## src/rtl/t_ff_monitor.sv

```systemverilog
// Checker for a toggle flip-flop: counts q transitions, emits edge pulses, and latches a
// sticky fault when q/qb stop being complementary or q breaks the toggle law.
module t_ff_monitor #(
    parameter int unsigned CW = 8
) (
    input  logic          clk,
    input  logic          rst,
    input  logic          t_in,
    input  logic          q_in,
    input  logic          qb_in,
    input  logic          clr,
    output logic          rise_pulse,
    output logic          fall_pulse,
    output logic [CW-1:0] toggle_count,
    output logic          count_sat,
    output logic          err_compl,
    output logic          err_follow,
    output logic          fault
);

    typedef enum logic [1:0] {StIdle, StTrack, StFault} state_e;

    localparam logic [CW-1:0] CntMax = '1;

    state_e state_q;
    logic   q_prev;
    logic   t_prev;

    logic q_chg;
    logic e_compl;
    logic e_follow;

    assign q_chg    = q_in ^ q_prev;
    assign e_compl  = (q_in == qb_in);
    assign e_follow = (q_in != (q_prev ^ t_prev));

    always_ff @(posedge clk) begin
        if (rst || clr) begin
            state_q      <= StIdle;
            q_prev       <= 1'b0;
            t_prev       <= 1'b0;
            rise_pulse   <= 1'b0;
            fall_pulse   <= 1'b0;
            toggle_count <= '0;
            count_sat    <= 1'b0;
            err_compl    <= 1'b0;
            err_follow   <= 1'b0;
            fault        <= 1'b0;
        end else begin
            q_prev <= q_in;
            t_prev <= t_in;
            unique case (state_q)
                StIdle: begin
                    rise_pulse <= 1'b0;
                    fall_pulse <= 1'b0;
                    state_q    <= StTrack;
                end
                StTrack: begin
                    rise_pulse <= ~q_prev & q_in;
                    fall_pulse <= q_prev & ~q_in;
                    if (q_chg && (toggle_count != CntMax)) begin
                        toggle_count <= toggle_count + CW'(1);
                    end
                    // Sticky: once at max the count never leaves it until rst/clr.
                    if ((toggle_count == CntMax) ||
                        (q_chg && (toggle_count == CntMax - CW'(1)))) begin
                        count_sat <= 1'b1;
                    end
                    if (e_compl) begin
                        err_compl <= 1'b1;
                    end
                    if (e_follow) begin
                        err_follow <= 1'b1;
                    end
                    if (e_compl || e_follow) begin
                        fault   <= 1'b1;
                        state_q <= StFault;
                    end
                end
                StFault: begin
                    rise_pulse <= 1'b0;
                    fall_pulse <= 1'b0;
                end
                default: begin
                    state_q <= StIdle;
                end
            endcase
        end
    end

endmodule

```

## config.mk

```make
export PLATFORM = sky130hd
export DESIGN_NAME = t_ff_monitor
export DESIGN_NICKNAME = d
export VERILOG_FILES = /design/src/rtl/t_ff_monitor.sv
export SDC_FILE = /design/constraint.sdc
export NUM_CORES = 1
export LEC_CHECK = 0
export CAP_MARGIN = 5
export CORE_MARGIN = 3
export CORE_UTILIZATION = 35
export CTS_CLUSTER_DIAMETER = 80
export DETAILED_ROUTE_END_ITERATION = 8
export SLEW_MARGIN = 25
export SYNTH_ARGS = -nofsm -noshare
export SYNTH_HDL_FRONTEND = slang
export SYNTH_SLANG_ARGS = --single-unit
export TNS_END_PERCENT = 20
```

## constraint.sdc

```tcl
create_clock -name clk -period 2 [get_ports clk]
set_input_delay 0.2 -clock clk [delete_from_list [all_inputs] [get_ports clk]]
set_output_delay 0.2 -clock clk [all_outputs]
set_load 0.05 [all_outputs]
```

==> impl_metrics.csv, run 1 <==
group,metric,value,unit
flow_run,cap_violations,0,
clock_network,clk_latency,280,ps
cells_and_area,diodes,0,
sta,fin_skew,6.120,ps
detailed_routing,num_vias,686,
setup_path,crit_chain,"clkdlybuf4s50_1, inv_1, ha_1, or3b_4, nor4_1, xnor2_1, nor2_1",
setup_path,cp-start-kind,"input pin",
detailed_routing,wl_per_cell,11.86,µm
cells_and_area,final_cell_mix,"19 x clkdlybuf4s50_1, 18 x dfxtp_1, 16 x nor2_1",
sta,fin_crit_sh,96.16,%
floorplanning,ios,20,
global_route,grt_pass1_vias,689,
detailed_routing,route.detailed.drc,0,
synth,syn-num-nets,101,
global_route,gr-total-overflow,0,
pwr,p_seq_share,59.8,%
sta,rsz0062_at_grt,"no",
detailed_routing,postRouteWirelength,1696,µm
floorplanning,die_w,55.16,µm
setup_path,slowest_stage,"clkdlybuf4s50_1",
pwr,p_per_area,556.9,mW/mm²
synth,netlist_instances,91,
global_route,grt_max_degree,15,
cells_and_area,num-fill-cells,241,
floorplanning,die_h,55.16,µm
place,hpwl,1282,µm
setup_path,path_delay_family,"simple AND/OR/NAND/NOR gates",
clock_network,clk_pin_slew,90,ps
synth,synth_cell_types,31,
detailed_routing,drt-initial-drc-count,4,
clock_network,cts_setup_buffers,0,
place,port_buffers,19,
cells_and_area,fin_util,49.33,%
place,pre_cts_ws,-271.1,ps
floorplanning,core,0.002255,mm²
cells_and_area,layout_commonest_cell,"clkdlybuf4s50_1",
cells_and_area,drive_gt1_share,10.43,%
pwr,ir_worst_vdd,0.3198,mV
synth,synthesis.area,845.8,µm²
detailed_routing,via_per_inst,4.797,
clock_network,cts_buffer_depth,2,
run_status,status,"completed",
sta,drv_slew,0,
setup_path,reg2regPathDepth,5,
floorplanning,dieArea,0.003043,mm²
clock_network,cts.sinks,18,
clock_network,cts_made_buffers,3,
clock_network,cts-root-buf,"clkbuf_4",
sta,layout_min_cycle_time,1923,ps
setup_path,worst_setup_path_end_kind,"flop",
clock_network,htree_levels,1,
cells_and_area,nets,127,
setup_path,reg2reg_setup_slack,220,ps
pwr,power.switching,0.1469,mW
setup_path,slowest_delay,490,ps
global_route,grt_first_pass_wirelength,2849,µm
setup_path,cp_max_fo,3,
min_path,holdPathEnd,"count_sat",
detailed_routing,drt-pass1-iter-count,4,
sta,setup_viol,0,
global_route,antenna_found_initial,0,
sta,finalHoldViolations,0,
min_path,min_from,"count_sat",
floorplanning,start_util,37.51,%
pwr,switching_share,23.71,%
clock_network,cts_tree,"built",
clock_network,cts_resized,0,
pwr,clock_power_share,27.4,%
sta,fmax,520.0,MHz
synth,yosysWarnings,0,
detailed_routing,ant_nets,0,
sta,relSlewSlack,66.65,%
pwr,pwr-share-comb,12.8,%
place,placed_cell_area,0.001090,mm²
clock_network,cts_hold_buf,0,
sta,worst_pin_slew,498.7,ps
cells_and_area,fin_area,0.001112,mm²
synth,yosysSeqAreaShare,42.60,%
setup_path,timing.rr.start,"q_prev",
setup_path,required,2170,ps
synth,ys_top_cells_by_area,"dfxtp_1 43%, nor2_1 7.1%, xnor2_1 6.2%, ha_1 5.9%, a2111oi_4 3.3%",
setup_path,cp.arrival,2090,ps
pwr,p_leak,0.3993,nW
place,gp_congestion,0.7339,
synth,synth_top_area_share,42.60,%
setup_path,r2r_end,"toggle_count[6]",
synth,syn_avg_cell_area,9.295,µm²
global_route,grt_use_total,13.23,%
min_path,hp-class,"flop to flop",
setup_path,worstSetupPathType,"input pin to flop",
synth,yosys.area.top_type,"dfxtp_1",
min_path,min_path_cells,1,
setup_path,timing.critical_path.buf_inv,2,
pwr,intPower,0.4726,mW
cells_and_area,area_growth,31.51,%
synth,synth-seq-cells,18,
sta,setup_slack,76.88,ps
floorplanning,rows,17,
[worst register-to-register path, delay by kind of cell, from the launching register on]
kind / cells / cell delay [ps]
xor gates and xnor gates: 1 / 170
adders and majority gates: 1 / 290
DFF: 1 / 340
and+or+nand+nor: 3 / 880
[stage by stage]
step | instances | hold WS (ps) | total power [mW] | setup TNS (ps)
2_1_floorplan | 91 | 321.7 | 0.4281 | 0
3_3_place_gp | 140 | 445.4 | 0.4565 | -616.4
3_5_place_dp | 140 | 454.6 | 0.4587 | -848.7
4_1_cts | 143 | 463.0 | 0.6342 | 0
5_1_grt | 143 | 475.5 | 0.6545 | 0
6_report | 143 | 471.2 | 0.6195 | 0
[routing by layer]
layer  up-vias  track usage (%)  share of wire [%]
li1        362                -                  -
met4         0            7.287                  0
met5         -                0                  0
met3         0            2.681                4.0
met2        12            23.23                 51
met1       312            14.80                 45
[Yosys cell counts (all sizes together)]
| cell | number |
|---|---|
| or2 | 1 |
| xor2 | 2 |
| mux2i | 2 |
| o21a | 2 |
| nor2b | 1 |
| nor3b | 1 |
| a41o | 1 |
| a211oi | 2 |
| clkbuf | 2 |
| mux2 | 1 |
| nand4 | 1 |
| and4 | 1 |
| and3 | 1 |
| a21oi | 4 |
| xnor2 | 6 |
| and2 | 1 |
| nand2 | 4 |
| nand3 | 3 |
| a2111oi | 1 |
| and2b | 1 |
| o211ai | 2 |
| or3b | 1 |
| nor2 | 16 |
| buf | 1 |
| inv | 4 |
| nor4 | 1 |
| a31oi | 2 |
| dfxtp | 18 |
| ha | 4 |
| nor3 | 2 |
| nand2b | 2 |
[power groups by stage]
stage / combinational [mW] / clock, mW / sequential [mW]
after global placement: 0.0776 / 0 / 0.379
final: 0.0791 / 0.170 / 0.371
after CTS: 0.0804 / 0.183 / 0.371
after global routing: 0.0877 / 0.195 / 0.372
after floorplan: 0.0394 / 0 / 0.389
after detailed placement: 0.0795 / 0 / 0.379
[cells by family (layout without fill, tap and decap cells)]
logic type,count (synthesis),after routing,share of synthesized area [%]
DFF,18,18,42.60
and+or+nand+nor,37,37,21.90
muxes,3,3,3.698
AOI/OAI and AO/OA,14,14,13.61
buffers and inverters,7,31,3.994
adders and majority gates,4,4,5.917
xor gates and xnor gates,8,8,8.284
[cell type report]
class,instances,area (µm²),share of cell area (%)
well taps,28,35.03,3.150
flip-flops and latches,18,360.3,32.40
clock buffers,3,22.52,2.025
multi-input cells,66,451.7,40.61
repair buffers,24,227.7,20.47
inverters,4,15.01,1.350
[state kept, by name, indices dropped and copies added, names as in the netlist]
signal / flops
fault: 1
q_prev: 1
t_prev: 1
err_follow: 1
count_sat: 1
fall_pulse: 1
rise_pulse: 1
toggle_count: 8
err_compl: 1
state_q: 2
[worst max path at each step]
stage / startpoint / endpoint / slack (ps) / cells past startpoint
after floorplan: q_prev / toggle_count[7] / 170 / 5
after global placement: q_in / toggle_count[5] / -220 / 8
after detailed placement: q_in / toggle_count[5] / -270 / 8
after CTS: q_in / toggle_count[7] / 40 / 7
after global routing: q_in / toggle_count[6] / 10 / 7
final: q_in / toggle_count[6] / 80 / 7
Power figures use the tool's default switching activity.
==> run 2: changes to the inputs <==
--- a/config.mk
+++ b/config.mk
@@ -9,7 +9,9 @@
 export CORE_MARGIN = 3
 export CORE_UTILIZATION = 35
 export CTS_CLUSTER_DIAMETER = 80
+export CTS_CLUSTER_SIZE = 30
 export DETAILED_ROUTE_END_ITERATION = 8
+export RECOVER_POWER = 50
 export SLEW_MARGIN = 25
 export SYNTH_ARGS = -nofsm -noshare
 export SYNTH_HDL_FRONTEND = slang
==> impl_metrics.csv, run 2 (synthesized netlist as in run 1, its figures left out) <==
group,metric,value,unit
clock_network,cts_made_buffers,3,
detailed_routing,drt-pass1-iter-count,4,
detailed_routing,wl_per_cell,11.86,µm
clock_network,clk_latency,280,ps
setup_path,worstSetupPathType,"input pin to flop",
cells_and_area,layout_commonest_cell,"dfxtp_1",
place,port_buffers,19,
cells_and_area,final_cell_mix,"18 x dfxtp_1, 16 x nor2_1, 12 x clkdlybuf4s50_1",
setup_path,slowest_delay,490,ps
clock_network,clk_pin_slew,90,ps
clock_network,cts_buffer_depth,2,
global_route,grt_max_degree,15,
detailed_routing,wl_met2,856,µm
cells_and_area,largest_reg_flops,8,
detailed_routing,route.detailed.drc,0,
clock_network,cts_resized,0,
place,dp_cells,140,
sta,fmax,520.0,MHz
sta,relSlewSlack,66.65,%
run_status,status,"completed",
pwr,p_per_area,556.8,mW/mm²
floorplanning,ios,20,
clock_network,cts.sinks,18,
clock_network,cts_setup_buffers,0,
sta,finalHoldViolations,0,
setup_path,cp-start-kind,"input pin",
sta,fin_crit_sh,96.15,%
cells_and_area,area_growth,31.06,%
setup_path,path_delay_family,"simple AND/OR/NAND/NOR gates",
setup_path,cp_max_fo,3,
setup_path,timing.critical_path.buf_inv,2,
pwr,ir_worst_vdd,0.3195,mV
detailed_routing,drt-initial-drc-count,2,
cells_and_area,seq_area,360.3,µm²
detailed_routing,via_per_inst,4.783,
pwr,p_seq_share,60.0,%
clock_network,cts-root-buf,"clkbuf_4",
pwr,switching_share,23.78,%
setup_path,crit_chain,"clkdlybuf4s50_1, inv_1, ha_1, or3b_4, nor4_1, xnor2_1, nor2_1",
floorplanning,die_w,55.16,µm
pwr,power.switching,0.1468,mW
floorplanning,rows,17,
pwr,intPower,0.4705,mW
detailed_routing,num_vias,684,
detailed_routing,maxUsedRoutingLayer,"met3",
global_route,gr-total-overflow,0,
flow_run,cap_violations,0,
setup_path,slowest_stage,"clkdlybuf4s50_1",
global_route,grt_first_pass_wirelength,2849,µm
min_path,hp-class,"flop to flop",
pwr,pwr-share-comb,12.5,%
floorplanning,dieArea,0.003043,mm²
sta,rsz0062_at_grt,"no",
cells_and_area,num-fill-cells,243,
floorplanning,start_util,37.51,%
sta,fin_skew,6.120,ps
sta,setup_viol,0,
detailed_routing,wl_met3,68,µm
global_route,grt_pass1_vias,689,
sta,layout_min_cycle_time,1923,ps
pwr,clock_power_share,27.5,%
setup_path,cp.arrival,2090,ps
sta,hold_slack,465.7,ps
clock_network,cts_tree,"built",
cells_and_area,multi_input_area,451.7,µm²
sta,fin_setup_tns,0,ps
cells_and_area,drive_gt1_share,8.696,%
sta,drv_slew,0,
pwr,p_leak,0.4155,nW
cells_and_area,regMostFlops,"toggle_count",
cells_and_area,nets,127,
detailed_routing,postRouteWirelength,1696,µm
cells_and_area,layout.cells.non_filler,143,
floorplanning,core,0.002255,mm²
detailed_routing,ant_nets,0,
floorplanning,die_h,55.16,µm
cells_and_area,diodes,0,
sta,worst_pin_slew,498.7,ps
global_route,antenna_found_initial,0,
clock_network,cts_hold_buf,0,
cells_and_area,reg.largest.list,"toggle_count (8), state_q (2)",
detailed_routing,met1_length,771,µm
setup_path,required,2170,ps
place,gp_congestion,0.7339,
place,hpwl,1282,µm
setup_path,worst_setup_path_end_kind,"flop",
clock_network,htree_levels,1,
global_route,grt_use_total,13.23,%
==> run 2: changes by cell type in the layout (fill, tap and decap cells not counted) <==
cell	previous run	this run
buf_4	5	4
mux2_1	0	1
clkbuf_1	0	1
dlygate4sd3_1	0	7
mux2_2	1	0
clkdlybuf4s50_1	19	12
==> run 2: layout make-up <==
cell class	instances	share of cell area, %
Sequential cell	18	32.51
Multi-Input combinational cell	66	40.75
Inverter	4	1.354
Clock buffer	3	2.032
Tap cell	28	3.160
Timing Repair Buffer	24	20.20
==> run 2: metrics by stage <==
stage	instance area [µm²]	total power [mW]	util [%]	setup WS, ps
after CTS	1112	0.6342	49.33	36.62
after global placement	1090	0.4565	48.34	-215.7
after floorplan	845.8	0.4281	-	171.3
final	1109	0.6173	49.17	77.07
after global routing	1109	0.6522	49.17	14.39
after detailed placement	1090	0.4587	48.34	-271.1
==> run 2: per-layer routing <==
layer / vias to the layer above / global-route usage, %
met3: 0 / 2.681
li1: 362 / -
met2: 12 / 23.23
met4: 0 / 7.287
met5: - / 0
met1: 310 / 14.80
==> run 2: power by group through the flow <==
| stage | Clock (mW) | Sequential (mW) | Combinational [mW] |
|---|---|---|---|
| 6_report | 0.170 | 0.371 | 0.0770 |
| 5_1_grt | 0.195 | 0.372 | 0.0854 |
| 4_1_cts | 0.183 | 0.371 | 0.0804 |
| 3_5_place_dp | 0 | 0.379 | 0.0795 |
| 3_3_place_gp | 0 | 0.379 | 0.0776 |
| 2_1_floorplan | 0 | 0.389 | 0.0394 |
==> run 2: final timing paths <==
path	cells after the start	endpoint	slack, ps	start
worst min register to register	1	count_sat	470	count_sat
worst max-delay path	7	toggle_count[6]	80	q_in
worst min-delay path	1	count_sat	470	count_sat
worst max register to register	5	toggle_count[6]	220	q_prev
